===== config.mk =====
export PLATFORM = sky130hd
export DESIGN_NAME = spi_slave_port
export DESIGN_NICKNAME = d
export VERILOG_FILES = /design/src/rtl/spi_slave_port.sv
export SDC_FILE = /design/constraint.sdc
export NUM_CORES = 1
export LEC_CHECK = 0
export ABC_AREA = 0
export CAP_MARGIN = 20
export CORE_MARGIN = 2
export CORE_UTILIZATION = 48
export DETAILED_ROUTE_END_ITERATION = 7
export GPL_TIMING_DRIVEN = 0
export PLACE_DENSITY = 0.73
export SLEW_MARGIN = 20
export SYNTH_ARGS = -nofsm -noshare
export SYNTH_HDL_FRONTEND = slang
export SYNTH_SLANG_ARGS = --single-unit
export TNS_END_PERCENT = 5

===== constraint.sdc =====
create_clock -name clk_i -period 2.25 [get_ports clk_i]
set_clock_uncertainty 0.1 [all_clocks]
set_input_delay 0.3375 -clock clk_i [delete_from_list [all_inputs] [get_ports clk_i]]
set_output_delay 0.3375 -clock clk_i [all_outputs]
set_load 0.02 [all_outputs]

===== src/rtl/spi_slave_port.sv =====
// SPI mode-0 MSB-first slave: oversampled pins, one-word tx holding register, valid/ready rx output.
// Pin edges act 3 clk_i cycles late; a blocked rx drops the new word with an overrun pulse. SPI_SLAVE_RX_FIFO_EN adds an rx FIFO.
module spi_slave_port #(
  parameter int                DATA_W     = 8,
  parameter logic [DATA_W-1:0] TX_PAD     = {DATA_W{1'b1}},
  parameter int                FIFO_DEPTH = 4
) (
  input  logic              clk_i,
  input  logic              aresetn_i,
  input  logic              sclk_i,
  input  logic              cs_i,
  input  logic              mosi_i,
  output logic              miso_o,
  input  logic [DATA_W-1:0] tx_data_i,
  input  logic              tx_valid_i,
  output logic              tx_ready_o,
  output logic [DATA_W-1:0] rx_data_o,
  output logic              rx_valid_o,
  input  logic              rx_ready_i,
  output logic              busy_o,
  output logic              overrun_o
);

  localparam logic [1:0] ST_IDLE  = 2'd0;
  localparam logic [1:0] ST_LOAD  = 2'd1;
  localparam logic [1:0] ST_SHIFT = 2'd2;

  localparam int              CNT_W    = (DATA_W > 1) ? $clog2(DATA_W) : 1;
  localparam logic [CNT_W-1:0] LAST_BIT = CNT_W'(DATA_W - 1);

  if ((FIFO_DEPTH < 2) || ((FIFO_DEPTH & (FIFO_DEPTH - 1)) != 0)) begin : g_bad_depth
    $error("FIFO_DEPTH must be a power of 2 and at least 2");
  end

  logic [2:0] sclk_q;
  logic [2:0] cs_q;
  logic [1:0] mosi_q;
  logic [2:0] vld_q;
  logic       armed_q;

  // armed_q only sets once cs_q holds a genuinely sampled high level, so a
  // frame already in progress when reset lifts is ignored until cs cycles.
  always_ff @(posedge clk_i or negedge aresetn_i) begin
    if (!aresetn_i) begin
      sclk_q  <= '0;
      cs_q    <= '1;
      mosi_q  <= '0;
      vld_q   <= '0;
      armed_q <= 1'b0;
    end else begin
      sclk_q  <= {sclk_q[1:0], sclk_i};
      cs_q    <= {cs_q[1:0], cs_i};
      mosi_q  <= {mosi_q[0], mosi_i};
      vld_q   <= {vld_q[1:0], 1'b1};
      armed_q <= armed_q | (vld_q[2] & cs_q[2]);
    end
  end

  logic sclk_rise, sclk_fall, cs_fall, cs_rise;
  assign sclk_rise = sclk_q[1] & ~sclk_q[2];
  assign sclk_fall = ~sclk_q[1] & sclk_q[2];
  assign cs_fall   = armed_q & cs_q[2] & ~cs_q[1];
  assign cs_rise   = cs_q[1] & ~cs_q[2];

  logic [1:0]        state_q, state_d;
  logic [CNT_W-1:0]  bit_cnt_q, bit_cnt_d;
  logic [DATA_W-1:0] tx_shift_q, tx_shift_d;
  logic [DATA_W-1:0] rx_shift_q, rx_shift_d;
  logic [DATA_W-1:0] tx_hold_q, tx_hold_d;
  logic              tx_full_q, tx_full_d;
  logic              overrun_q, overrun_d;
  logic [DATA_W-1:0] rx_word;
  logic              load, push;

  assign rx_word = {rx_shift_q[DATA_W-2:0], mosi_q[1]};

  always_comb begin
    state_d    = state_q;
    bit_cnt_d  = bit_cnt_q;
    tx_shift_d = tx_shift_q;
    rx_shift_d = rx_shift_q;
    tx_hold_d  = tx_hold_q;
    tx_full_d  = tx_full_q;
    load       = 1'b0;
    push       = 1'b0;
    case (state_q)
      ST_IDLE: begin
        bit_cnt_d = '0;
        if (cs_fall) state_d = ST_LOAD;
      end
      ST_LOAD: begin
        load    = 1'b1;
        state_d = ST_SHIFT;
      end
      ST_SHIFT: begin
        if (sclk_rise) begin
          rx_shift_d = rx_word;
          if (bit_cnt_q == LAST_BIT) begin
            bit_cnt_d = '0;
            push      = 1'b1;
          end else begin
            bit_cnt_d = bit_cnt_q + 1'b1;
          end
        end else if (sclk_fall) begin
          // A fall with bit_cnt at zero is the word boundary: fetch the next reply.
          if (bit_cnt_q != '0) tx_shift_d = {tx_shift_q[DATA_W-2:0], 1'b0};
          else                 load       = 1'b1;
        end
      end
      default: state_d = ST_IDLE;
    endcase
    if (cs_rise) begin
      state_d   = ST_IDLE;
      bit_cnt_d = '0;
      push      = 1'b0;
      load      = 1'b0;
    end
    if (load) begin
      tx_shift_d = tx_full_q ? tx_hold_q : TX_PAD;
      tx_full_d  = 1'b0;
    end
    if (tx_valid_i && !tx_full_q) begin
      tx_hold_d = tx_data_i;
      tx_full_d = 1'b1;
    end
  end

  always_ff @(posedge clk_i or negedge aresetn_i) begin
    if (!aresetn_i) begin
      state_q    <= ST_IDLE;
      bit_cnt_q  <= '0;
      tx_shift_q <= '0;
      rx_shift_q <= '0;
      tx_hold_q  <= '0;
      tx_full_q  <= 1'b0;
      overrun_q  <= 1'b0;
    end else begin
      state_q    <= state_d;
      bit_cnt_q  <= bit_cnt_d;
      tx_shift_q <= tx_shift_d;
      rx_shift_q <= rx_shift_d;
      tx_hold_q  <= tx_hold_d;
      tx_full_q  <= tx_full_d;
      overrun_q  <= overrun_d;
    end
  end

  assign miso_o     = (state_q == ST_SHIFT) & tx_shift_q[DATA_W-1];
  assign tx_ready_o = ~tx_full_q;
  assign busy_o     = (state_q != ST_IDLE);
  assign overrun_o  = overrun_q;

`ifdef SPI_SLAVE_RX_FIFO_EN
  localparam int AW = $clog2(FIFO_DEPTH);

  logic [DATA_W-1:0] mem_q [FIFO_DEPTH];
  logic [AW:0]       wr_ptr_q, wr_ptr_d, rd_ptr_q, rd_ptr_d;
  logic              fifo_empty, fifo_full, pop, push_ok;

  assign fifo_empty = (wr_ptr_q == rd_ptr_q);
  assign fifo_full  = (wr_ptr_q[AW] != rd_ptr_q[AW]) && (wr_ptr_q[AW-1:0] == rd_ptr_q[AW-1:0]);
  assign pop        = !fifo_empty && rx_ready_i;
  assign push_ok    = push && (!fifo_full || pop);
  assign overrun_d  = push && !push_ok;
  assign wr_ptr_d   = push_ok ? wr_ptr_q + 1'b1 : wr_ptr_q;
  assign rd_ptr_d   = pop ? rd_ptr_q + 1'b1 : rd_ptr_q;

  always_ff @(posedge clk_i or negedge aresetn_i) begin
    if (!aresetn_i) begin
      for (int i = 0; i < FIFO_DEPTH; i++) mem_q[i] <= '0;
      wr_ptr_q <= '0;
      rd_ptr_q <= '0;
    end else begin
      if (push_ok) mem_q[wr_ptr_q[AW-1:0]] <= rx_word;
      wr_ptr_q <= wr_ptr_d;
      rd_ptr_q <= rd_ptr_d;
    end
  end

  assign rx_valid_o = !fifo_empty;
  assign rx_data_o  = mem_q[rd_ptr_q[AW-1:0]];
`else
  logic [DATA_W-1:0] rx_data_q, rx_data_d;
  logic              rx_valid_q, rx_valid_d;

  always_comb begin
    rx_data_d  = rx_data_q;
    rx_valid_d = rx_valid_q;
    overrun_d  = 1'b0;
    if (push) begin
      if (!rx_valid_q || rx_ready_i) begin
        rx_data_d  = rx_word;
        rx_valid_d = 1'b1;
      end else begin
        overrun_d  = 1'b1;
      end
    end else if (rx_valid_q && rx_ready_i) begin
      rx_valid_d = 1'b0;
    end
  end

  always_ff @(posedge clk_i or negedge aresetn_i) begin
    if (!aresetn_i) begin
      rx_data_q  <= '0;
      rx_valid_q <= 1'b0;
    end else begin
      rx_data_q  <= rx_data_d;
      rx_valid_q <= rx_valid_d;
    end
  end

  assign rx_valid_o = rx_valid_q;
  assign rx_data_o  = rx_data_q;
`endif

endmodule


# ---- Word level (Yosys, flattened, before mapping)
# Cells that the tools add are included.
dict set report totals {
  regBits 51
  inputBits 15
  output_inout_bits 13
}
dict set report classes {
  add_sub_neg 1
  eq_ne 8
  mux 29
  n_bitwise 13
  reduce_logical 20
}
# operator count
set op_table {}
lappend op_table {{8-bit 2-to-1 mux} 6}
lappend op_table {{1-bit 2-to-1 mux} 15}
lappend op_table {{2-bit nonzero test} 6}
lappend op_table {{2-bit AND reduction} 5}
lappend op_table {{3-bit 2-to-1 mux} 3}
lappend op_table {{1-bit bitwise AND} 7}
lappend op_table {{3-bit inequality test (second input constant)} 2}
lappend op_table {{2-bit one-hot mux with 3 select lines} 1}
lappend op_table {{3-bit one-hot mux with 2 select lines} 1}
lappend op_table {{3-bit nonzero test} 2}
lappend op_table {{1-bit NOT} 5}
lappend op_table {{2-bit 2-to-1 mux} 2}
lappend op_table {{2-bit by 1-bit inequality test with 1-bit output (second input constant)} 2}
lappend op_table {{4-bit AND reduction} 1}
lappend op_table {{3-bit by 1-bit adder with 3-bit output (second input constant)} 1}
lappend op_table {{3-bit == test (second input constant)} 1}
lappend op_table {{2-bit by 1-bit == test with 1-bit output (second input constant)} 1}
lappend op_table {{2-bit == test (second input constant)} 1}
lappend op_table {{1-bit logical AND} 2}
lappend op_table {{1-bit zero test} 2}
lappend op_table {{2-bit zero test} 1}
lappend op_table {{2-bit inequality test (second input constant)} 1}
lappend op_table {{1-bit one-hot mux with 2 select lines} 1}
lappend op_table {{1-bit logical OR} 1}
lappend op_table {{1-bit OR} 1}

# ---- Logic depth before layout (Yosys ltp)
# Gate-level depths: netlist (run 1).
dict set report logic_depth {
  ltp_word 8
  depth_mapped 6
  mapped_depth_nobuf 6
}

# ---- Least setup slack after synthesis (run 1)
# Ideal clock, no wire load.
dict set report synth_timing {
  path_type {register to register}
  from {reg state_q[0]}
  to {reg tx_shift_q[1]}
  setup_ns 0.132
  arrival_ns 1.405
  required_time_ns 2.018
  slack_ns 0.612
  stages_incl_launch_ff 7
  n_path_buf 0
  path_cell_list {dfrtp_1 > inv_1 > ha_1 > nand2_1 > nor3_4 > mux2i_1 > mux2i_1}
}
dict set report synth_via {
  elab_chain_len 5
  elab_cells_between_ends 10
}
# element line_no
set synth_rtl {}
lappend synth_rtl {{start: declaration} 65} ;# logic [1:0] state_q, state_d;
lappend synth_rtl {{start signal: assignment} 138} ;# state_q <= state_d;
lappend synth_rtl {{2-bit == test / 2-bit by 1-bit == test with 1-bit output (equally long branches)} 86} ;# case (state_q)
lappend synth_rtl {{1-bit one-hot mux with 2 select lines} 86}
lappend synth_rtl {{1-bit 2-to-1 mux} 112} ;# if (cs_rise) begin
lappend synth_rtl {{2-bit by 1-bit inequality test with 1-bit output (no line) / 2-bit nonzero test (equally long branches)} --}
lappend synth_rtl {{4-bit AND reduction (no line)} --}
lappend synth_rtl {{end signal: assignment} 140} ;# tx_shift_q <= tx_shift_d;
lappend synth_rtl {{end: declaration} 67} ;# logic [DATA_W-1:0] tx_shift_q, tx_shift_d;
# Parallel ways exist; a longest one is shown, timed or not.
# A chain may end at the register's enable or synchronous reset.

# ---- Worst setup path after layout (run 1)
dict set report layout_timing {
  from {reg state_q[0]}
  to {out busy_o}
}
dict set report layout_via {
  elab_chain_len 1
}
# element line_no
set layout_rtl {}
lappend layout_rtl {{2-bit nonzero test} 150} ;# assign busy_o = (state_q != ST_IDLE);
lappend layout_rtl {{end: declaration} 20} ;# output logic busy_o,
# No other way between the ends.

==> results of run 1 <==
-- cells by family (layout without fill, tap and decap cells) --
kind of cell,after synthesis,count (layout),share of synthesized area [%]
mux,32,32,16.3
fa+ha+maj,6,6,3.59
simple gates,56,56,14.2
buf+inv,10,47,1.86
flops,51,51,61.2
other cells,1,1,0.179
compound gates,9,9,2.63
-- worst max path at each step --
stage                           from       endpoint  depth (start not counted)
after floorplan           state_q[0]  tx_shift_q[1]                          6
after global placement     aresetn_i   tx_hold_q[1]                          1
after detailed placement  state_q[0]         miso_o                          4
after CTS                 state_q[0]         busy_o                          4
after global routing      state_q[0]         busy_o                          4
final                     state_q[0]         busy_o                          4
-- timing repair --
item / in CTS / in global routing
gates resized for setup: 2 / 0
buffers inserted: 0 / 0
hold buffers: 1 / 0
endpoints found under the hold margin: 20 / 0
endpoints found under the setup margin: 1 / 0
-- flip-flops by register name (all words and copies together) (netlist names) --
name and flops:
rx_data_o 8, tx_hold_q 8, tx_shift_q 8, rx_shift_q 7, bit_cnt_q 3, cs_q 3, sclk_q 3, vld_q 3
mosi_q 2, state_q 2, armed_q 1, overrun_o 1, rx_valid_o 1, tx_full_q 1
-- layout by cell type, fill, tap and decap left out, types with 2 or more instances in the layout --
cell type	instances
dfrtp_1	48
nand2_1	27
clkdlybuf4s50_1	25
mux2_2	16
mux2i_1	16
nor2_1	11
inv_1	5
ha_1	5
clkbuf_8	5
nand2b_1	4
clkbuf_1	4
a21oi_1	4
nand3_1	3
dfstp_2	3
inv_2	2
buf_2	2
nand3b_1	2
nor2b_1	2
-- power by group through the flow --
| stage | sequential (mW) | combinational [mW] | clock, mW |
|---|---|---|---|
| 5_1_grt | 1.29 | 0.813 | 0.675 |
| 4_1_cts | 1.26 | 0.720 | 0.624 |
| 3_5_place_dp | 1.28 | 0.716 | 0 |
| 6_report | 1.25 | 0.706 | 0.606 |
| 2_1_floorplan | 1.24 | 0.530 | 0 |
| 3_3_place_gp | 1.27 | 0.679 | 0 |
-- worst max-delay path: cells and delay by family (launching register included) --
| family | cells | cell delay, ns |
|---|---|---|
| buffers and inverters | 3 | 0.73 |
| DFF | 1 | 0.36 |
| adders and majority gates | 1 | 0.24 |
-- layer usage --
| metal | vias to the layer above | part of all wire, % |
|---|---|---|
| met5 | - | 0 |
| met4 | 0 | 1.7 |
| met3 | 7 | 4.6 |
| met2 | 29 | 51 |
| met1 | 592 | 42 |
| li1 | 618 | - |
-- area by class of cell --
type / instances / area share, %
Tap cell: 52 / 2.54
Timing Repair Buffer: 29 / 11.5
Inverter: 7 / 1.03
Buffer: 3 / 0.489
Sequential cell: 51 / 50.0
Multi-Input combinational cell: 104 / 30.3
Clock inverter: 1 / 1.17
Clock buffer: 7 / 2.98
-- per-stage QoR --
stage          TNS, ns  setup slack (ns)  cell area (um^2)  hold WS, ns
5_1_grt              0            0.0611              2560        0.264
2_1_floorplan        0             0.612              2090      -0.0581
3_5_place_dp         0             0.267              2440        0.222
6_report             0             0.182              2560        0.254
4_1_cts              0             0.169              2560        0.256
3_3_place_gp    -25.56            -0.532              2430        0.234
==> flow_metrics.py, run 1 <==
metrics = {
    "setup_path": {
        "crit_type": "reg2out",
        "cpMostUsedCell": "inv_1",
        "critPathLaunchType": "flip-flop",
        "critPathMaxStageDelay_ns": 0.59,
        "critPathSlowestCell": "clkdlybuf4s50_1",
        "reg2reg_depth": 6,
        "reg2reg_slack_ns": 0.45,
        "r2r-start": "bit_cnt_q[0]",
        "crit_chain": "inv_1, ha_1, inv_1, clkdlybuf4s50_1",
        "critPathArrivalTime_ns": 1.63,
        "end_kind": "output port",
        "rr_endpoint": "tx_shift_q[5]",
        "worst_ep_required_time_ns": 1.81,
        "path_max_fanout": 4,
    },
    "power": {
        "clkPwrFrac_pct": 23.6,
        "switchingPower_mw": 0.757,
        "comb_power_share_pct": 27.5,
        "powerDensity_nw_per_um2": 1000,
        "intPower_mw": 1.81,
        "switching_share_pct": 29.5,
        "power_mw": 2.57,
        "irDropWorstVdd_mv": 0.605,
        "p_leak_nw": 1.15,
        "p_seq_share_pct": 48.9,
    },
    "run": {
        "drv_cap": 0,
    },
    "detailed_routing": {
        "routed_wl_mm": 3.14,
        "wire_per_inst_um": 12.4,
        "drt_first_pass_iters": 4,
        "ant_nets": 0,
        "drtIter0Drc": 48,
        "drc": 0,
        "vias": 1246,
        "vias_per_cell": 4.91,
    },
    "synth": {
        "ys_seq_area_share_pct": 61.2,
        "synth_warnings": 0,
        "yosysUniqueCellTypes": 29,
        "synth_commonest_cells": "dfrtp_1 (48), nand2_1 (27), mux2_2 (16), mux2i_1 (16), nor2_1 (11)",
        "yosysTopAreaCellShare_pct": 57.5,
        "synth_top_cell_by_area": "dfrtp_1",
        "syn_inst": 165,
        "async_flop_share_pct": 100,
        "syn_area_um2": 2090,
        "synth_edf_count": 0,
        "synthTopCellsByArea": "dfrtp_1 (57%), mux2_2 (8.6%), mux2i_1 (7.7%)",
        "syn_nets": 186,
        "ys.flop_type": "dfrtp_1",
        "yosysMostFrequentCell": "dfrtp_1",
        "synth_seq_cells": 51,
        "avgSynthCellArea_um2": 12.7,
    },
    "cts": {
        "clock_latency_ns": 0.30,
        "clock_sinks": 51,
        "clk_pin_slew_ns": 0.08,
        "numCtsBuffers": 5,
        "clockBufferDepth": 2,
        "cts_root_buf": "clkbuf_8",
        "cts_htree_levels": 2,
        "cts_tree": "done",
    },
    "sta": {
        "setup_viol": 0,
        "final_max_slew_viol_count": 0,
        "min_period_ns": 2.07,
        "rsz0062_at_grt": "no",
        "fmax_mhz": 483,
        "hold_viol_final": 0,
        "final.period_utilization_pct": 91.9,
    },
    "finish": {
        "num-fill-cells": 357,
        "post-route-util_pct": 60.0,
        "drive_gt1_share_pct": 17.8,
        "final-seq-area_um2": 1280,
        "diodes": 0,
        "area_delta_synth_final_pct": 22.4,
        "fin_nets": 222,
        "multiInputGateArea_um2": 774,
        "final_cell_count_no_fill": 254,
    },
    "die": {
        "die_height_um": 70,
        "core_um2": 4260,
        "num_rows": 24,
        "start_util_pct": 49.0,
        "chipWidth_um": 70,
        "die_area_um2": 4900,
        "boundaryPins": 28,
    },
    "status": {
        "outcome": "complete, no violations",
    },
    "global_route": {
        "grt_use_total_pct": 14.8,
        "grt_pass1_wl_mm": 5.72,
        "grt_pass1_vias": 1307,
        "grt.busiest_layer": "met2",
        "grt_antenna_before_repair": 0,
        "met3_usage_pct": 3.61,
        "gr-total-overflow": 0,
        "grt_util_met1_pct": 18.0,
        "grtUsageMet2_pct": 25.1,
        "grt_start_max_net_pins": 32,
    },
    "placement": {
        "place.gp.congestion": 0.692,
        "dpl.hpwl_mm": 2.39,
        "port_buffers": 27,
        "placedCellCount": 245,
    },
    "worst_hold_path": {
        "hp-class": "reg2reg",
        "whs_path_depth": 0,
        "min_to": "sclk_q[1]",
        "hp-start": "sclk_q[0]",
    },
}
No activity file was read; power rests on OpenSTA's default activity.
==> run 2: changes to the inputs <==
GPL_ROUTABILITY_DRIVEN = 0   (was unset)
REMOVE_ABC_BUFFERS = 1   (was unset)
==> run 2 against run 1 <==
Effect of this change:
- register-to-register slack worse by 0.04 ns
- worst setup slack got worse by 0.018 ns
- global-route usage grew 0.20 points
- sequential share of layout area is 0.56 points lower
- non-clock buffer count decreased by 1
- highest routed layer unchanged
- hold slack about the same
- sequential cell count did not move
- critical path type unchanged
==> flow_metrics.py, run 2 (same netlist as run 1, synthesis figures left out) <==
metrics = {
    "detailed_routing": {
        "vias": 1256,
        "drt_first_pass_iters": 4,
        "ant_nets": 0,
        "routed_wl_mm": 3.21,
        "drtIter0Drc": 35,
        "vias_per_cell": 4.96,
        "drc": 0,
        "wire_per_inst_um": 12.7,
    },
    "finish": {
        "num-fill-cells": 347,
        "layout_common_cells": "dfrtp_1 (48), nand2_1 (27), clkdlybuf4s50_1 (25), mux2_2 (16), mux2i_1 (16)",
        "final_cell_count_no_fill": 253,
        "area_delta_synth_final_pct": 23.8,
        "final_common_cell": "dfrtp_1",
        "fin_nets": 221,
        "stdcell_area_um2": 2590,
        "drive_gt1_share_pct": 18.9,
        "diodes": 0,
    },
    "cts": {
        "clock_sinks": 51,
        "clock_latency_ns": 0.30,
        "clockBufferDepth": 2,
        "cts_htree_levels": 2,
        "cts_tree": "done",
        "cts_root_buf": "clkbuf_8",
        "clk_pin_slew_ns": 0.08,
        "numCtsBuffers": 5,
    },
    "die": {
        "start_util_pct": 49.0,
        "die_area_um2": 4900,
        "core_um2": 4260,
        "die_height_um": 70,
        "num_rows": 24,
        "boundaryPins": 28,
        "chipWidth_um": 70,
    },
    "power": {
        "p_seq_share_pct": 46.7,
        "powerDensity_nw_per_um2": 1040,
        "clkPwrFrac_pct": 27.1,
        "comb_power_share_pct": 26.2,
        "switching_share_pct": 28.6,
        "intPower_mw": 1.92,
        "irDropWorstVdd_mv": 0.557,
        "p_leak_nw": 1.17,
        "power_mw": 2.69,
        "switchingPower_mw": 0.771,
    },
    "sta": {
        "final_max_slew_viol_count": 0,
        "rsz0062_at_grt": "no",
        "final.period_utilization_pct": 92.8,
        "fmax_mhz": 479,
        "worstMarginPinSlew_ns": 0.668,
        "min_period_ns": 2.09,
        "slew_headroom_pct": 55.4,
        "holdWs_ns": 0.254,
        "hold_viol_final": 0,
        "finalSetupTns_ns": 0,
        "setup_viol": 0,
    },
    "setup_path": {
        "worst_ep_required_time_ns": 1.81,
        "crit_chain": "inv_1, ha_1, inv_1, clkdlybuf4s50_1",
        "crit_type": "reg2out",
        "critPathArrivalTime_ns": 1.65,
        "end_kind": "output port",
        "critPathMaxStageDelay_ns": 0.59,
        "path_max_fanout": 4,
        "critPathLaunchType": "flip-flop",
        "cpMostUsedCell": "inv_1",
        "reg2reg_depth": 5,
        "critPathSlowestCell": "clkdlybuf4s50_1",
    },
    "status": {
        "outcome": "complete, no violations",
    },
    "global_route": {
        "grt_pass1_vias": 1295,
        "grt_pass1_wl_mm": 5.82,
        "gr-total-overflow": 0,
        "grt_start_max_net_pins": 29,
        "grt_use_total_pct": 15.0,
        "grt_antenna_before_repair": 0,
    },
    "run": {
        "drv_cap": 0,
    },
    "worst_hold_path": {
        "whs_path_depth": 0,
        "hp-class": "reg2reg",
    },
    "placement": {
        "port_buffers": 27,
        "placedCellCount": 242,
        "postPlaceCellArea_um2": 2430,
        "dpl.hpwl_mm": 2.40,
    },
}
-- run 2: changes by cell type in the layout (fill, tap and decap cells not counted) --
cell / change
bufinv_16: +1
buf_4: +2
clkbuf_1: -3
buf_2: -1
-- run 2: repair_timing --
| action | CTS | global route |
|---|---|---|
| setup buffers | 0 | 2 |
| hold buffers | 1 | 0 |
| cloned | 0 | 0 |
| resized for setup | 2 | 0 |
| endpoints found under the setup margin | 1 | 4 |
| hold endpoints to repair | 23 | 0 |
-- run 2: power by group through the flow --
stage | sequential (mW) | clock [mW] | combinational [mW]
floorplan | 1.24 | 0 | 0.525
global placement | 1.26 | 0 | 0.673
detailed placement | 1.28 | 0 | 0.710
CTS | 1.26 | 0.756 | 0.713
global route | 1.29 | 0.796 | 0.809
finish | 1.26 | 0.729 | 0.705
-- run 2: metrics by stage --
stage	setup WS, ns	utilization [%]
after floorplan	0.409	-
after detailed placement	0.0988	57.0
after CTS	0.136	60.3
after global placement	-0.536	56.6
final	0.163	60.7
after global routing	0.0956	60.7
-- run 2: final cells by class --
cell class	instances	area [um^2]	share of cell area, %
clock buffers	6	72.6	2.80
clock inverters	2	60.1	2.32
inverters	7	26.3	1.02
multi-input cells	104	774	29.9
flip-flops and latches	51	1280	49.5
well taps	52	65.1	2.51
repair buffers	31	309	11.9
-- run 2: critical path, delay by kind of cell (launching register included) --
| family | cells | cell delay (ns) |
|---|---|---|
| adder cells (fa/ha/maj) | 1 | 0.24 |
| buffers and inverters | 3 | 0.73 |
| flip-flops | 1 | 0.37 |
-- run 2: worst paths after layout --
kind	from	end	slack [ns]
setup / recovery	state_q[0]	busy_o	0.16
hold / removal	vld_q[0]	vld_q[1]	0.25
setup reg to reg	state_q[0]	rx_data_o[5]	0.41
hold reg to reg	vld_q[0]	vld_q[1]	0.25
max in group asynchronous	aresetn_i	cs_q[2]	1.00
min in group asynchronous	aresetn_i	rx_shift_q[4]	0.44
-- run 2: metal layers --
layer,up-vias,global-route usage (%),wire (um)
met3,4,4.76,150
met4,0,5.13,46
met2,34,25.8,1660
li1,617,-,-
met1,601,17.7,1350
met5,-,0,0
